==> src/rtl/vga_pkg.sv <==
// Shared types and default 640x480@60 timing for the VGA raster path.
package vga_pkg;

  localparam int H_ACTIVE_DEF = 640;
  localparam int H_FP_DEF     = 16;
  localparam int H_SYNC_DEF   = 96;
  localparam int H_BP_DEF     = 48;
  localparam int V_ACTIVE_DEF = 480;
  localparam int V_FP_DEF     = 10;
  localparam int V_SYNC_DEF   = 2;
  localparam int V_BP_DEF     = 33;
  localparam int FB_LAT_DEF   = 1;

  typedef struct packed {
    logic [3:0] r;
    logic [3:0] g;
    logic [3:0] b;
  } rgb12_t;

  // hs/vs carry the pin level (active-low), de/fs are active-high
  typedef struct packed {
    logic de;
    logic hs;
    logic vs;
    logic fs;
  } vga_ctl_t;

  // Blanked, no sync asserted, no frame marker
  localparam vga_ctl_t CTL_IDLE = '{de: 1'b0, hs: 1'b1, vs: 1'b1, fs: 1'b0};

endpackage

==> src/rtl/vga_delay_line.sv <==
// W-bit shift register of DEPTH stages; DEPTH 0 degenerates to a plain wire.
// Stages clear to RESET_VAL so a fresh reset never leaks stale control bits.
module vga_delay_line #(
  parameter int            W         = 1,
  parameter int            DEPTH     = 1,
  parameter logic [W-1:0]  RESET_VAL = '0
) (
  input  logic         clock,
  input  logic         reset,
  input  logic [W-1:0] i_d,
  output logic [W-1:0] o_q
);

  if (DEPTH == 0) begin : g_wire
    logic w_unused;
    assign w_unused = &{1'b0, clock, reset};
    assign o_q      = i_d;
  end else begin : g_shift
    logic [W-1:0] r_stage [DEPTH];

    // Shift one stage per clock; stage 0 takes the fresh input
    always_ff @(posedge clock or negedge reset) begin
      if (!reset) begin
        for (int i = 0; i < DEPTH; i++) r_stage[i] <= RESET_VAL;
      end else begin
        r_stage[0] <= i_d;
        for (int i = 1; i < DEPTH; i++) r_stage[i] <= r_stage[i-1];
      end
    end

    assign o_q = r_stage[DEPTH-1];
  end

endmodule

==> src/rtl/vga_timing_ctrl.sv <==
// VGA raster timing generator and pixel output stage (pixel clock domain).
// Counters address the framebuffer combinationally; control bits are delayed by
// FB_LAT to meet the returning pixel data, then everything is registered once.
// Optional feature macro: VGA_VBLANK_IRQ_EN adds irq/irq_clr (sticky vblank-entry flag).
module vga_timing_ctrl
  import vga_pkg::*;
#(
  parameter int H_ACTIVE = H_ACTIVE_DEF,
  parameter int H_FP     = H_FP_DEF,
  parameter int H_SYNC   = H_SYNC_DEF,
  parameter int H_BP     = H_BP_DEF,
  parameter int V_ACTIVE = V_ACTIVE_DEF,
  parameter int V_FP     = V_FP_DEF,
  parameter int V_SYNC   = V_SYNC_DEF,
  parameter int V_BP     = V_BP_DEF,
  parameter int FB_LAT   = FB_LAT_DEF
) (
  input  logic        clock,
  input  logic        reset,
  output logic [9:0]  h_addr,
  output logic [9:0]  v_addr,
  input  logic [11:0] fb_data,
  output logic [3:0]  vga_r,
  output logic [3:0]  vga_g,
  output logic [3:0]  vga_b,
  output logic        vga_hs,
  output logic        vga_vs,
  output logic        vga_de,
  output logic        frame_start
`ifdef VGA_VBLANK_IRQ_EN
  ,
  input  logic        irq_clr,
  output logic        irq
`endif
);

  localparam int HT = H_ACTIVE + H_FP + H_SYNC + H_BP;
  localparam int VT = V_ACTIVE + V_FP + V_SYNC + V_BP;

  if (HT > 1024 || VT > 1024 || FB_LAT < 0 || FB_LAT > 3) begin : g_param_check
    $error("vga_timing_ctrl: HT/VT must be <= 1024 and FB_LAT in 0..3");
  end

  // Region bounds are 11 bits wide so a full 1024 total never wraps to 0
  localparam logic [9:0]  HT_LAST  = 10'(HT - 1);
  localparam logic [9:0]  VT_LAST  = 10'(VT - 1);
  localparam logic [10:0] H_ACT    = 11'(H_ACTIVE);
  localparam logic [10:0] V_ACT    = 11'(V_ACTIVE);
  localparam logic [10:0] HS_START = 11'(H_ACTIVE + H_FP);
  localparam logic [10:0] HS_END   = 11'(H_ACTIVE + H_FP + H_SYNC);
  localparam logic [10:0] VS_START = 11'(V_ACTIVE + V_FP);
  localparam logic [10:0] VS_END   = 11'(V_ACTIVE + V_FP + V_SYNC);

  logic [9:0] r_hc;
  logic [9:0] r_vc;
  logic       w_active;
  logic       w_h_sync;
  logic       w_v_sync;
  vga_ctl_t   w_ctl;
  vga_ctl_t   w_ctl_aligned;
  vga_ctl_t   r_ctl;
  rgb12_t     r_rgb;

  // Raster position: hc runs along the line, vc steps on each line wrap
  always_ff @(posedge clock or negedge reset) begin
    if (!reset) begin
      r_hc <= '0;
      r_vc <= '0;
    end else if (r_hc == HT_LAST) begin
      r_hc <= '0;
      r_vc <= (r_vc == VT_LAST) ? '0 : r_vc + 10'd1;
    end else begin
      r_hc <= r_hc + 10'd1;
    end
  end

  assign w_active = ({1'b0, r_hc} < H_ACT) && ({1'b0, r_vc} < V_ACT);
  assign w_h_sync = ({1'b0, r_hc} >= HS_START) && ({1'b0, r_hc} < HS_END);
  assign w_v_sync = ({1'b0, r_vc} >= VS_START) && ({1'b0, r_vc} < VS_END);

  assign h_addr = w_active ? r_hc : '0;
  assign v_addr = w_active ? r_vc : '0;

  // Decode unaligned control bits for the position currently being addressed
  always_comb begin
    w_ctl    = CTL_IDLE;
    w_ctl.de = w_active;
    w_ctl.hs = ~w_h_sync;
    w_ctl.vs = ~w_v_sync;
    w_ctl.fs = (r_hc == '0) && (r_vc == '0);
  end

  vga_delay_line #(
    .W         ($bits(vga_ctl_t)),
    .DEPTH     (FB_LAT),
    .RESET_VAL (CTL_IDLE)
  ) u_ctl_delay (
    .clock (clock),
    .reset (reset),
    .i_d   (w_ctl),
    .o_q   (w_ctl_aligned)
  );

  // Output stage: control and returning pixel land on the pins together
  always_ff @(posedge clock or negedge reset) begin
    if (!reset) begin
      r_ctl <= CTL_IDLE;
      r_rgb <= '0;
    end else begin
      r_ctl <= w_ctl_aligned;
      r_rgb <= w_ctl_aligned.de ? rgb12_t'(fb_data) : '0;
    end
  end

  assign vga_r       = r_rgb.r;
  assign vga_g       = r_rgb.g;
  assign vga_b       = r_rgb.b;
  assign vga_de      = r_ctl.de;
  assign vga_hs      = r_ctl.hs;
  assign vga_vs      = r_ctl.vs;
  assign frame_start = r_ctl.fs;

`ifdef VGA_VBLANK_IRQ_EN
  logic w_vblank_entry;
  logic r_irq;

  assign w_vblank_entry = (r_hc == '0) && ({1'b0, r_vc} == V_ACT);

  // Sticky vblank flag; a set in the same clock as a clear wins
  always_ff @(posedge clock or negedge reset) begin
    if (!reset) r_irq <= 1'b0;
    else        r_irq <= w_vblank_entry | (r_irq & ~irq_clr);
  end

  assign irq = r_irq;
`endif

endmodule
==> config.mk <==
export PLATFORM = sky130hd
export DESIGN_NAME = vga_timing_ctrl
export DESIGN_NICKNAME = d
export VERILOG_FILES = /design/src/rtl/vga_pkg.sv /design/src/rtl/vga_delay_line.sv /design/src/rtl/vga_timing_ctrl.sv
export SDC_FILE = /design/constraint.sdc
export NUM_CORES = 1
export LEC_CHECK = 0
export CORE_MARGIN = 2
export CORE_UTILIZATION = 45
export CTS_CLUSTER_SIZE = 40
export DETAILED_ROUTE_END_ITERATION = 8
export GPL_ROUTABILITY_DRIVEN = 0
export PLACE_DENSITY = 0.79
export SLEW_MARGIN = 5
export SYNTH_ARGS = -nofsm -noshare
export SYNTH_HDL_FRONTEND = slang
export SYNTH_SLANG_ARGS = --single-unit
==> constraint.sdc <==
create_clock -name clock -period 3.6 [get_ports clock]
set_input_delay 1.08 -clock clock [delete_from_list [all_inputs] [get_ports clock]]
set_output_delay 1.08 -clock clock [all_outputs]
set_load 0.01 [all_outputs]
==> summary.md, run 1 <==
| Metric | Value |
|---|---|
| FF+latch count, synth | 40 |
| Pin count of the biggest net entering global routing | 41 |
| Total leakage power | 1.03 nW |
| Post-synth ARST share | 100% |
| Dpl ws | 378 ps |
| Hold Crit Depth | 0 |
| Global-route wire length before repair | 6020 um |
| DR pass1 iterations | 4 |
| Fmax | 0.299 GHz |
| Area of the multi-input gates | 774 um2 |
| Crit Path Max Fanout | 16 |
| Overall power | slightly below 0.9 mW |
| Antenna diode count | 0 |
| CP startpoint kind | flop |
| Syn Area/Cell | around 11 um2 |
| FF/Latch Area | 1010 um2 |
| TritonCTS clock tree | done |
| Gate Count Post-Synth | 169 |
| Post-synth top area cell | dfrtp_1 |
| Synth Net Count | 187 |
| Core ar. | 4000 um2 |
| Cell variety after synth | 41 |
| Post-synth EDFFs | 0 |
| Final Setup Violations | 0 |
| Most instantiated cells after synthesis | dfrtp_1, and2_1, nand2_1, nor4_1, nand3_1 |
| Wirelength per Cell | 14.4 um |
| Actual slew at the worst max-slew pin | 847 ps |
| Tot GR Track Use | 17.6% |
| Worst Setup End Kind | output port |
| Post-route DRC violation count | 0 |
| Ys flop type | dfrtp_1 |
| Synth top area cells | dfrtp_1, and2_1, dfstp_2, xnor2_1, nor4_1 |
| Overflow after GRT | 0 |
| Hold_ws | 356 ps |
| Yosys warns | 0 |
| RSZ-0062 raised after global routing | no |
| Outcome | complete, no violations |
| DRT Wirelength | 3790 um |
| Die area | 4710 um2 |
| HPWL Detailed | 2660 um |
| Number of global-route vias before repair | 1273 |
| Total Nets Final | between 200 and 250 |
| CTS root buf | clkbuf_8 |
| Fin cells | 264 |
| Vias per inst | 5.27 |
| Total number of vias | between 1000 and 1500 |
| Register area share after synthesis | 53.6% |
| Fraction of final layout cells with drive strength greater than 1 | 12.1% |
| Post-synth top area share | between 40% and 50% |
| Synthesized area | between 1500 and 2000 um2 |
| Max Cap Viol | 0 |
| CP Data Required Time | 2520 ps |
| Final Skew | 5.58 ps |
| Placed insts | 255 |
| Clock slew at reported path FFs | ~80 ps |
| Hold Buf Count CTS | 0 |
| Initial core utilization | 47.0% |
| Filler cells | 343 |
| Critical path arrival | 2260 ps |
| Hold Vio Cnt, Final | 0 |
| Num CTS Buffers | 5 |
| Period utilization | 92.8% |
| Hold WC Path Type | flop to flop |
| Boundary pin count | 50 |
| Port Buf Inserts | 48 |
| CTS sink count | 40 |
| Max-slew violations | 0 |
| P per Cell Area | around 350 nW/um2 |
| Worst Reg2Reg Path Length in Cells | 5 |
| Iter 0 DRT Violations | 32 |
| Initial antenna violation count | 0 |
| Worst setup margin | 261 ps |
| Worst setup path class | flop to output port |
| ANT nets after route | 0 |
| CTS Buffer Depth | 2 |
| Slew HR | 43.5% |
| VDD IR max | 0.000198 V |
| Final min period | ~3300 ps |
| Count leader, synth | dfrtp_1 |
| DIE WIDTH | 68.6 um |
| Setup_tns | 0 ps |
| Site Rows | 23 |
| Area added between synthesis and finish | 31.4% |
| Die Y | approximately 70 um |
| Clk_lat worst skew | approximately 300 ps |
| CTS HTree Levels | 2 |
| PostCTS Resize Cnt | 0 |
==> cell usage in the layout (no fill, tap or decap), types with 3 or more instances in the layout <==
cell type / Yosys / routed
nor2_1: 5 / 5
nor4_1: 9 / 9
ha_1: 4 / 4
dfrtp_1: 36 / 36
o21ai_0: 4 / 4
nand4_1: 7 / 7
xnor2_1: 7 / 7
and3_2: 4 / 4
nand3_1: 8 / 8
inv_1: 5 / 5
dfstp_2: 4 / 4
and2_1: 28 / 28
nand2_1: 9 / 9
xor2_1: 3 / 3
clkdlybuf4s50_1: 0 / 47
clkbuf_8: 0 / 5
==> cells by family (layout without fill, tap and decap cells) <==
| group | Yosys count | after routing | share of synthesized area, % |
|---|---|---|---|
| muxes | 2 | 2 | 1.13 |
| buffers and inverters | 17 | 62 | 5.20 |
| AOI/OAI and AO/OA | 13 | 13 | 4.80 |
| other | 1 | 1 | 0.200 |
| and+or+nand+nor | 82 | 82 | 27.8 |
| DFF | 40 | 40 | 53.6 |
| adders and majority gates | 4 | 4 | 2.66 |
| xor gates and xnor gates | 10 | 10 | 4.66 |
==> cell type report <==
class / instances / share of cell area [%]
sequential: 40 / 40.7
multi-input combinational: 112 / 31.4
timing repair buffer: 49 / 20.1
clock buffer: 5 / 2.79
tap: 50 / 2.53
clock inverter: 3 / 1.72
inverter: 5 / 0.760
==> power breakdown <==
part	switching [mW]	internal, mW	total [mW]
registers	0.00168	0.456	0.458
clock network	0.165	0.205	0.370
logic	0.0180	0.0264	0.0444
==> critical path, cell delays in order, from the launching register on <==
cell,delay (ps)
dfrtp_1,450
and3_1,220
and2_1,260
nor3_4,190
buf_12,150
and2_1,140
clkdlybuf4s50_1,540
==> final timing paths <==
path / from / endpoint / slack, ps
min in group asynchronous: reset / r_hc[6]$_DFF_PN0_ / 880
min: u_ctl_delay.o_q[0]$_DFF_PN0_ / frame_start$_DFF_PN0_ / 360
max: r_vc[5]$_DFFE_PN0N_ / v_addr[3] / 260
max in group asynchronous: reset / vga_g[2]$_DFF_PN0_ / 2190
min reg2reg: u_ctl_delay.o_q[0]$_DFF_PN0_ / frame_start$_DFF_PN0_ / 360
max reg2reg: r_hc[0]$_DFF_PN0_ / r_vc[0]$_DFFE_PN0N_ / 1860
==> routing by layer <==
metal,global-route usage [%],wire length [um],vias up
li1,-,-,664
met1,21.7,1700,662
met2,27.8,1650,57
met3,6.66,378,7
met4,6.75,68,0
met5,0,0,-
==> flip-flops by register name, indices dropped and copies added (netlist names) <==
register         count
vga_vs               1
frame_start          1
vga_hs               1
r_vc                10
vga_b                4
r_hc                10
vga_g                4
vga_r                4
u_ctl_delay.o_q      4
vga_de               1
==> metrics by stage <==
stage	util [%]	instance area (um2)
after floorplan	-	1880
after global placement	58.4	2340
after detailed placement	58.4	2340
after CTS	61.2	2450
after global routing	61.7	2470
final	61.7	2470
==> timing repair <==
item | CTS | global route
buffers inserted | 0 | 1
endpoints found under the setup margin | 0 | 15
hold endpoints to repair | 0 | 0
(Power assumes the default switching activity.)
==> inputs of run 2 (changes only) <==
- PLACE_DENSITY: 0.79 -> 0.86
==> run 2 against run 1 <==
Clock power is 4% lower. Worst hold slack better by 3.7 ps. Sequential power hardly changed. Core utilization is 0.094 points lower. Worst setup slack worse by 8.4 ps. Clock skew hardly changed. Final area is 0.15% lower. Register-to-register slack worse by 30 ps. Die area stayed put. Sequential cell count stayed put. Highest routed layer unchanged.
==> summary.md, run 2 (synthesized netlist as in run 1, its figures left out) <==
| Metric | Value |
|---|---|
| Hold Crit Depth | 0 (unchanged) |
| Worst Reg2Reg Path Length in Cells | 3 (-2) |
| Hold WC Path Type | flop to flop |
| Hold Buf Count CTS | 0 (unchanged) |
| Wirelength per Cell | 15.0 um (+4.8%) |
| HPWL Detailed | 2830 um (+6.3%) |
| PostCTS Resize Cnt | 0 (unchanged) |
| Site Rows | 23 (unchanged) |
| Worst setup path class | flop to output port |
| Core ar. | 4000 um2 (unchanged) |
| Slowest CP cell | clkdlybuf4s50_1 |
| Worst-path cell chain | and3_1 > and2_1 > nor3_4 > buf_12 > and2_1 > clkdlybuf4s50_1 |
| CP dominant cell by count | and2_1 |
| CTS sink count | 40 (unchanged) |
| Crit Path Max Fanout | 16 (unchanged) |
| TritonCTS clock tree | done |
| Final Skew | 5.25 ps (-0.327 ps) |
| Overflow after GRT | 0 (unchanged) |
| Final min period | 3350 ps (+8.45 ps) |
| Critical path arrival | 2270 ps (about the same) |
| Boundary pin count | 50 (unchanged) |
| Hold_sp | u_ctl_delay.o_q[2]$_DFF_PN1_ |
| Clock slew at reported path FFs | 70 ps (about the same) |
| Overall power | 0.856 mW (-1.8%) |
| Total Nets Final | 231 (unchanged) |
| CP Data Required Time | 2520 ps (about the same) |
| Slew HR | 43.3% (-0.21 points) |
| Worst setup margin | 252 ps (-8.45 ps) |
| Area added between synthesis and finish | 31.2% |
| Commonest non-fill, non-tap cell in the layout | clkdlybuf4s50_1 |
| Fraction of final layout cells with drive strength greater than 1 | 11.7% (-0.47 points) |
| Total number of vias | 1427 (+2.7%) |
| Commonest non-fill, non-tap cells in the layout | clkdlybuf4s50_1, dfrtp_1, and2_1, nand2_1, nor4_1 |
| Biggest registers after layout | r_hc x10, r_vc x10 |
| Max-slew violations | 0 (unchanged) |
| DR pass1 iterations | 4 (unchanged) |
| CTS HTree Levels | 2 (unchanged) |
| Tot GR Track Use | 18.4% (+0.80 points) |
| Placed instance area | 2340 um2 (unchanged) |
| Critical R2R Launch | r_hc[5]$_DFF_PN0_ |
| DRT Wirelength | 3970 um (+4.8%) |
| Dpl ws | 357 ps (-21.4 ps) |
| Hold_ws | 359 ps (+3.71 ps) |
| Reg-to-reg endpoint | r_vc[0]$_DFFE_PN0N_ |
| WHS Endpoint | vga_hs$_DFF_PN1_ |
| Antenna diode count | 0 (unchanged) |
| Hold Vio Cnt, Final | 0 (unchanged) |
| Final Setup Violations | 0 (unchanged) |
| Fmax | 0.299 GHz (-0.25%) |
| Initial antenna violation count | 0 (unchanged) |
| Iter 0 DRT Violations | 140 (+340%) |
| CTS root buf | clkbuf_8 |
| Die Y | 68.6 um (unchanged) |
| R2r setup slk | 1830 ps (-30 ps) |
| Post-route DRC violation count | 0 (unchanged) |
| Pin count of the biggest net entering global routing | 41 (unchanged) |
| Vias per inst | 5.41 (+2.7%) |
| DIE WIDTH | 68.6 um (unchanged) |
| Initial core utilization | 47.0% (unchanged) |
| Number of global-route vias before repair | 1361 (+6.9%) |
| Post-CTS Setup Bufs | 0 (unchanged) |
| CTS Buffer Depth | 2 (unchanged) |
| Worst Setup End Kind | output port |
| Period utilization | 93.0% (+0.23 points) |
| Fin area | 2460 um2 (-0.15%) |
| Filler cells | 332 (-3.2%) |
| RSZ-0062 raised after global routing | no |
| Placed insts | 255 (unchanged) |
| Port Buf Inserts | 48 (unchanged) |
| Clk_lat worst skew | 290 ps (about the same) |
| VDD IR max | 0.000152 V (-23%) |
| Global-route wire length before repair | 6290 um (+4.3%) |
| Max Cap Viol | 0 (unchanged) |
| Setup_tns | 0 ps (unchanged) |
| Die area | 4710 um2 (unchanged) |
| P per Cell Area | 347 nW/um2 (-1.6%) |
| Total leakage power | 1.03 nW (+0.10%) |
| CP peak stage delay | 540 ps (about the same) |
| Actual slew at the worst max-slew pin | 850 ps (+3.16 ps) |
| Num CTS Buffers | 5 (unchanged) |
| Fin cells | 264 (unchanged) |
| Outcome | complete, no violations |
| CP startpoint kind | flop |
| ANT nets after route | 0 (unchanged) |
| Final core occ | 61.6% (-0.094 points) |
[run 2: cell count changes in the layout (fill, tap and decap cells not counted)]
cell	change
clkbuf_1	+1
clkinvlp_4	-1
[run 2: worst max path at each step]
stage                                    from        end  slack (ps)  cells after the start
after floorplan           r_vc[5]$_DFFE_PN0N_  h_addr[7]        1070                      6
after global placement    r_vc[5]$_DFFE_PN0N_  h_addr[3]         430                      5
after detailed placement  r_vc[5]$_DFFE_PN0N_  h_addr[9]         360                      5
after CTS                 r_vc[5]$_DFFE_PN0N_  h_addr[9]          40                      5
after global routing      r_vc[5]$_DFFE_PN0N_  h_addr[9]         150                      6
final                     r_vc[5]$_DFFE_PN0N_  h_addr[3]         250                      6
[run 2: routing by layer]
metal | vias to the layer above | global-route usage (%) | part of all wire, %
met4 | 0 | 7.75 | 1.3
met3 | 6 | 4.38 | 8.7
li1 | 669 | - | -
met1 | 690 | 23.8 | 45
met2 | 62 | 29.3 | 45
met5 | - | 0 | 0
[run 2: final cells by class]
cell class / count / area [um2] / share of cell area [%]
Sequential cell: 40 / 1010 / 40.8
Multi-Input combinational cell: 112 / 774 / 31.4
Timing Repair Buffer: 49 / 495 / 20.1
Clock buffer: 6 / 72.6 / 2.94
Tap cell: 50 / 62.6 / 2.54
Clock inverter: 2 / 35.0 / 1.42
Inverter: 5 / 18.8 / 0.761
[run 2: where the power goes]
part	total (mW)	switching, mW	leakage [nW]	internal, mW
clock	0.354	0.148	0.0552	0.206
sequential	0.458	0.00194	0.492	0.456
combinational	0.0441	0.0177	0.483	0.0264
[run 2: worst max-delay path, delay by kind of cell (launching register included)]
| family | cells | cell delay, ps |
|---|---|---|
| buffers and inverters | 2 | 700 |
| AND/OR/NAND/NOR | 4 | 830 |
| flip-flops | 1 | 460 |
